**src/rtl/nbin_unpack_ctrl.sv**
```systemverilog
// NBin unpacker sequencer: fetches packed words into two rows and walks a circular
// bit pointer so the unpacker emits one N-bit value per cycle. Optional macro: NBIN_SE_EN.
module nbin_unpack_ctrl #(
   parameter int BIT_WIDTH  = 16,
   parameter int SHIFT_BITS = 5,
   parameter int CNT_BITS   = 16
) (
   input  logic                  clk,
   input  logic                  rst_n,
   input  logic                  i_start,
   input  logic [SHIFT_BITS-1:0] i_prec,
   input  logic [CNT_BITS-1:0]   i_count,
   input  logic                  i_in_valid,
   output logic                  o_in_ready,
   output logic [1:0]            o_load,
   output logic [SHIFT_BITS-1:0] o_s,
   output logic [SHIFT_BITS-2:0] o_n,
   output logic [BIT_WIDTH-1:0]  o_se,
   output logic                  o_valid,
   input  logic                  i_ready,
   output logic                  o_busy,
   output logic                  o_done
);

   localparam int LOG_W   = SHIFT_BITS - 1;
   localparam int PROD_W  = CNT_BITS + SHIFT_BITS;
   localparam int WORDS_W = PROD_W - LOG_W;
   localparam logic [SHIFT_BITS-1:0] ROW_W = SHIFT_BITS'(BIT_WIDTH);

   typedef enum logic [1:0] {
      ST_IDLE = 2'd0,
      ST_RUN  = 2'd1,
      ST_DONE = 2'd2
   } state_t;

   state_t                state_r;
   state_t                state_nxt_s;
   logic [SHIFT_BITS-1:0] prec_eff_s;
   logic [SHIFT_BITS-1:0] n_r;
   logic [SHIFT_BITS-1:0] ptr_r;
   logic [SHIFT_BITS-1:0] sum_s;
   logic                  wr_row_r;
   logic [1:0]            v_r;
   logic [1:0]            v_nxt_s;
   logic [CNT_BITS-1:0]   vals_left_r;
   logic [WORDS_W-1:0]    words_left_r;
   logic [WORDS_W-1:0]    words_s;
   logic [PROD_W-1:0]     prod_s;
   logic                  start_s;
   logic                  in_ready_s;
   logic                  valid_s;
   logic                  handshake_s;
   logic                  emit_s;
   logic                  cur_row_s;
   logic                  straddle_s;
   logic                  frees_s;
   logic                  last_s;

   assign start_s     = i_start & (state_r == ST_IDLE);
   assign handshake_s = in_ready_s & i_in_valid;
   assign emit_s      = valid_s & i_ready;
   assign cur_row_s   = ptr_r[SHIFT_BITS-1];
   assign sum_s       = {1'b0, ptr_r[SHIFT_BITS-2:0]} + n_r;
   assign straddle_s  = (sum_s > ROW_W);
   // A value ending exactly on the row boundary also releases its row.
   assign frees_s     = (sum_s >= ROW_W);
   assign last_s      = (vals_left_r == CNT_BITS'(1));
   assign prod_s      = PROD_W'(i_count) * PROD_W'(prec_eff_s);
   assign words_s     = prod_s[PROD_W-1:LOG_W] + WORDS_W'(|prod_s[LOG_W-1:0]);

   assign o_in_ready  = in_ready_s;
   assign o_valid     = valid_s;
   assign o_s         = ptr_r;
   assign o_n         = n_r[SHIFT_BITS-2:0];

   // Precision clamp: 0 and anything above the row width mean full width.
   always_comb begin
      prec_eff_s = i_prec;
      if ((i_prec == {SHIFT_BITS{1'b0}}) || (i_prec > ROW_W)) begin
         prec_eff_s = ROW_W;
      end else begin
         prec_eff_s = i_prec;
      end
   end

   // State register.
   always_ff @(posedge clk or negedge rst_n) begin
      if (!rst_n) begin
         state_r <= ST_IDLE;
      end else begin
         state_r <= state_nxt_s;
      end
   end

   // Next-state logic.
   always_comb begin
      state_nxt_s = state_r;
      case (state_r)
         ST_IDLE: begin
            if (i_start) begin
               state_nxt_s = (i_count != {CNT_BITS{1'b0}}) ? ST_RUN : ST_DONE;
            end else begin
               state_nxt_s = ST_IDLE;
            end
         end
         ST_RUN: begin
            if (emit_s && last_s) begin
               state_nxt_s = ST_DONE;
            end else begin
               state_nxt_s = ST_RUN;
            end
         end
         ST_DONE: state_nxt_s = ST_IDLE;
         default: state_nxt_s = ST_IDLE;
      endcase
   end

   // Output decode: fetch when the write row is free, present when needed rows are full.
   always_comb begin
      in_ready_s = 1'b0;
      valid_s    = 1'b0;
      o_busy     = 1'b0;
      o_done     = 1'b0;
      case (state_r)
         ST_RUN: begin
            in_ready_s = ~v_r[wr_row_r] & (words_left_r != {WORDS_W{1'b0}});
            valid_s    = v_r[cur_row_s] & (~straddle_s | v_r[~cur_row_s]);
            o_busy     = 1'b1;
         end
         ST_DONE: begin
            o_busy = 1'b1;
            o_done = 1'b1;
         end
         default: begin
            in_ready_s = 1'b0;
            valid_s    = 1'b0;
         end
      endcase
   end

   // Row load strobe follows the accepting handshake.
   always_comb begin
      o_load = 2'b00;
      if (handshake_s) begin
         o_load = wr_row_r ? 2'b10 : 2'b01;
      end else begin
         o_load = 2'b00;
      end
   end

   // Row valid flags: the freed row and the loaded row are always distinct.
   always_comb begin
      v_nxt_s = v_r;
      if (emit_s && frees_s) begin
         v_nxt_s[cur_row_s] = 1'b0;
      end else begin
         v_nxt_s[cur_row_s] = v_r[cur_row_s];
      end
      if (handshake_s) begin
         v_nxt_s[wr_row_r] = 1'b1;
      end else begin
         v_nxt_s[wr_row_r] = v_nxt_s[wr_row_r];
      end
   end

   // Pointer, row bookkeeping and job counters.
   always_ff @(posedge clk or negedge rst_n) begin
      if (!rst_n) begin
         n_r          <= {SHIFT_BITS{1'b0}};
         ptr_r        <= {SHIFT_BITS{1'b0}};
         wr_row_r     <= 1'b0;
         v_r          <= 2'b00;
         vals_left_r  <= {CNT_BITS{1'b0}};
         words_left_r <= {WORDS_W{1'b0}};
      end else if (start_s) begin
         n_r          <= prec_eff_s;
         ptr_r        <= {SHIFT_BITS{1'b0}};
         wr_row_r     <= 1'b0;
         v_r          <= 2'b00;
         vals_left_r  <= i_count;
         words_left_r <= words_s;
      end else begin
         v_r <= v_nxt_s;
         if (emit_s) begin
            ptr_r       <= ptr_r + n_r;
            vals_left_r <= vals_left_r - CNT_BITS'(1);
         end
         if (handshake_s) begin
            wr_row_r     <= ~wr_row_r;
            words_left_r <= words_left_r - WORDS_W'(1);
         end
      end
   end

`ifdef NBIN_SE_EN
   logic [BIT_WIDTH-1:0] se_r;

   // Upper bits above the value width are flagged for sign extension.
   function automatic logic [BIT_WIDTH-1:0] se_mask(input logic [SHIFT_BITS-1:0] n);
      logic [BIT_WIDTH-1:0] m;
      m = {BIT_WIDTH{1'b0}};
      for (int i = 0; i < BIT_WIDTH; i++) begin
         m[i] = (SHIFT_BITS'(i) >= n);
      end
      return m;
   endfunction

   // Mask is fixed for the whole job.
   always_ff @(posedge clk or negedge rst_n) begin
      if (!rst_n) begin
         se_r <= {BIT_WIDTH{1'b0}};
      end else if (start_s) begin
         se_r <= se_mask(prec_eff_s);
      end else begin
         se_r <= se_r;
      end
   end

   assign o_se = se_r;
`else
   assign o_se = {BIT_WIDTH{1'b0}};
`endif

endmodule

```
**config.mk**
```make
export PLATFORM = sky130hd
export DESIGN_NAME = nbin_unpack_ctrl
export DESIGN_NICKNAME = d
export VERILOG_FILES = /design/src/rtl/nbin_unpack_ctrl.sv
export SDC_FILE = /design/constraint.sdc
export NUM_CORES = 1
export LEC_CHECK = 0
export CAP_MARGIN = 20
export CELL_PAD_IN_SITES_DETAIL_PLACEMENT = 2
export CELL_PAD_IN_SITES_GLOBAL_PLACEMENT = 2
export CORE_MARGIN = 4
export CORE_UTILIZATION = 30
export CTS_CLUSTER_DIAMETER = 80
export DETAILED_ROUTE_END_ITERATION = 10
export HOLD_SLACK_MARGIN = 0.08
export PLACE_DENSITY = 0.84
export SLEW_MARGIN = 5
export SYNTH_ARGS = -nofsm -noshare
export SYNTH_HDL_FRONTEND = slang
export SYNTH_SLANG_ARGS = --single-unit
```
**constraint.sdc**
```tcl
create_clock -name clk -period 2.7 [get_ports clk]
set_clock_uncertainty 0.2 [all_clocks]
set_input_delay 0.81 -clock clk [delete_from_list [all_inputs] [get_ports clk]]
set_output_delay 0.81 -clock clk [all_outputs]
set_load 0.01 [all_outputs]
```
==> flow_summary.yaml <==
min_path:
  hold_path.class: "in2async"
sta:
  tns_ps: -65100
  worst_pin_slew_ps: 786
  slew_viol_final: 0
  hold_slack_ps: 313
  slew_headroom_pct: 47.1
  finalHoldViolations: 0
  fin_crit_ps: 6400
  period_share_pct: 237
  setup_viol: 46
  fmax_mhz: 156
  worst_slack_ps: -3700
  rsz0062_at_grt: "true"
synth:
  synthArstFlopShare_pct: 100
  post_synth_and_or_nand_nor_area_fraction_pct: 24.5
  synthMuxAreaShare_pct: 1.05
  synthAdderAreaFrac_pct: 24.1
  synth-xor-area-share_pct: 9.34
  ys_warn_count: 0
  syn_avg_cell_area_sq_um: 8.50
  ys.flop_type: "dfrtp_1"
  synth_compound_area_share_pct: 11.6
  ys_seq_elements: 48
  synth_top_family_by_area: "simple AND/OR/NAND/NOR gates"
  syn_area_sq_mm: 0.00581
  ys_seq_area_share_pct: 20.7
  synth_edf_count: 0
  netlist_instances: 684
  synthDistinctLibCells: 65
setup_path:
  path_max_fanout: 5
  crit_start: "i_prec[2]"
  end_kind: "flip-flop"
  crit_arrival_ps: 6410
  rr_worst_depth: 13
  cp-start-kind: "input pin"
  cp-endpoint: "words_left_r[15]"
  reg2reg_slack_ps: -620
  worstPathRequired_ps: 2700
  reg2reg_to: "vals_left_r[9]"
  r2r_start: "o_s[0]"
  crit_type: "in2reg"
global_route:
  grt_busiest_layer: "met2"
  grt_pass1_wl_mm: 43.6
  grt_use_met3_pct: 3.02
  grtUsageTotal_pct: 26.2
  grt_start_max_net_pins: 31
  first_global_vias: 7021
  use_met1_pct: 29.2
  overflow: 0
  grt_use_met2_pct: 50.0
  antenna_found_initial: 0
route:
  vias_per_cell: 5.29
  drt_iter0_markers: 307
  avgRoutedWirePerCell_um: 27.3
  dr.pass1.iters: 5
  drcViolationCount: 0
  ant_nets: 0
  num_vias: 6160
  wl_mm: 31.7
cts:
  clock_sinks: 48
  insertion_delay_ps: 320
  clockBufferDepth: 2
  cts.htree.levels: 2
  clkTransAtPathRegs_ps: 80
  cts_buffers: 5
  cts-root-buf: "clkbuf_16"
  cts_tree: "built"
placed_design:
  gp_congestion: 0.782
  hpwl_mm: 18.2
  port_buffers: 40
  dp_worst_setup_slack_ps: -4160
pwr:
  vdd_ir_drop_max_mv: 0.381
  p_int_w: 0.00396
  clkPwrFrac_pct: 9.7
  switching_share_pct: 47.1
  pwr-share-seq_pct: 19.0
  power.switching_w: 0.00352
  p_per_area_mw_per_mm2: 826
  total_power_w: 0.00749
  combPwrFrac_pct: 71.3
  p_leak_nw: 4.11
floorplan:
  fp.dieW_um: 147
  coreArea_sq_mm: 0.0189
  pin_count: 57
  rows: 50
  dieArea_sq_mm: 0.0217
  die_y_um: 147
  initial_core_util_pct: 30.8
run_status:
  outcome: "complete, but fails checks"
  violations: "setup timing"
cells_and_area:
  finalNetCount: 1015
  drive_above_1_share_pct: 40.3
  n_antenna_cell: 0
  syn_to_final_growth_pct: 55.9
job:
  drv_cap: 0
[power by group through the flow]
stage | clock (W) | combinational (W) | sequential [W]
finish | 0.000725 | 0.00534 | 0.00142
global placement | 0 | 0.00348 | 0.00128
global route | 0.000749 | 0.00561 | 0.00145
floorplan | 0 | 0.00205 | 0.00131
CTS | 0.000701 | 0.00446 | 0.00135
detailed placement | 0 | 0.00380 | 0.00134
[metrics by stage]
stage          std cells  utilization (%)  area (sq um)
2_1_floorplan        699                -          6120
4_1_cts             1144             45.3          8560
6_report            1164             48.0          9060
3_5_place_dp        1107             41.0          7740
5_1_grt             1164             48.0          9060
3_3_place_gp        1107             41.0          7740
[layout by cell type (no fill, tap or decap), types with 8 or more instances in the layout]
master           netlist  final
xor2_2                 0      8
o21ai_1                5     19
xor2_1                25     17
clkdlybuf4s50_1        0     30
dfrtp_1               48     48
ha_1                  43     28
xnor2_2                0     12
buf_6                  1     23
inv_2                  0     11
nor2_1                37     30
inv_1                 74     63
nor2b_1               24     14
a21oi_2                1     14
and2_1                49     41
ha_4                   0     13
fa_1                  43     39
conb_1                 1     16
buf_4                 20    168
nand3_1               20      9
o21ai_0               36     13
xnor2_1               37     24
nand2_1               78     73
[timing repair]
action                                  in CTS  in global routing
hold buffers                                 0                  0
endpoints found under the setup margin      46                 47
pin swaps                                   68                 41
setup buffers                               31                 21
gates resized for setup                    144                 70
gates cloned                                 1                  0
[logic make-up (layout without fill, tap and decap cells)]
family	after synthesis	count (layout)
and+or+nand+nor	264	264
muxes	6	6
xor gates and xnor gates	62	62
buffers and inverters	113	318
DFF	48	48
other	1	16
adders and majority gates	86	86
AOI/OAI and AO/OA	104	104
[per-layer routing]
layer / up-vias / part of all wire (%)
met1: 3216 / 38
met3: 80 / 3.2
met4: 0 / 4.2
li1: 2658 / -
met2: 206 / 54
met5: - / 0
[critical path: stages]
cell and delay [ps]:
buf_6 90, or4_4 540, ha_4 300, nor2b_4 40
buf_12 130, and2_4 160, fa_1 500, fa_1 530
inv_2 50, fa_1 560, inv_2 60, ha_4 280
o211ai_1 150, o211ai_1 400, buf_4 220, a21oi_4 90
o31ai_1 470, xnor2_1 210, nor2b_4 190, nand4_1 140
xor2_1 210, o21ai_1 270
[flip-flops by register name, summed over array words and instances (netlist names)]
signal	cells
n_r	5
wr_row_r	1
state_r	2
v_r	2
o_s	5
words_left_r	17
vals_left_r	16
[how the worst min path moves through the flow]
| stage | from | to | cells after the start | slack, ps |
|---|---|---|---|---|
| 2_1_floorplan | n_r[4] | n_r[4] | 2 | 260 |
| 3_3_place_gp | n_r[4] | n_r[4] | 3 | 350 |
| 3_5_place_dp | o_s[4] | v_r[1] | 2 | 390 |
| 4_1_cts | rst_n | o_s[2] | 1 | 340 |
| 5_1_grt | rst_n | o_s[1] | 1 | 360 |
| 6_report | rst_n | o_s[2] | 1 | 310 |
[synthesized netlist by cell type (all sizes together), types with 3 or more instances]
master / n / area share (%)
o21a: 6 / 0.77
o31ai: 3 / 0.62
nor2: 37 / 2.4
a21boi: 3 / 0.39
nand4b: 3 / 0.45
or4: 3 / 0.39
clkbuf: 17 / 1.1
nand3b: 4 / 0.73
and2: 49 / 5.3
nand4: 5 / 0.54
inv: 74 / 4.8
xor2: 25 / 3.8
a21o: 7 / 0.90
nand2b: 5 / 0.54
a21oi: 21 / 1.9
dfrtp: 48 / 21
nand2: 78 / 5.0
nor4b: 3 / 0.71
nand3: 20 / 1.7
and3: 3 / 0.32
mux2i: 5 / 0.86
fa: 43 / 15
nor4: 10 / 1.3
a31oi: 3 / 0.32
buf: 22 / 2.9
o211ai: 4 / 0.60
nor2b: 24 / 2.6
ha: 43 / 9.3
xnor2: 37 / 5.6
nor3: 9 / 0.77
or3: 4 / 0.43
o21ai: 42 / 3.7
[cell type report]
type	instances	area [sq um]
timing repair buffer	236	2040
sequential	48	1200
multi-input combinational	538	5070
clock buffer	6	139
clock inverter	2	15.0
inverter	74	278
fill	2015	9830
tap	260	325
(Power assumes the default switching activity.)
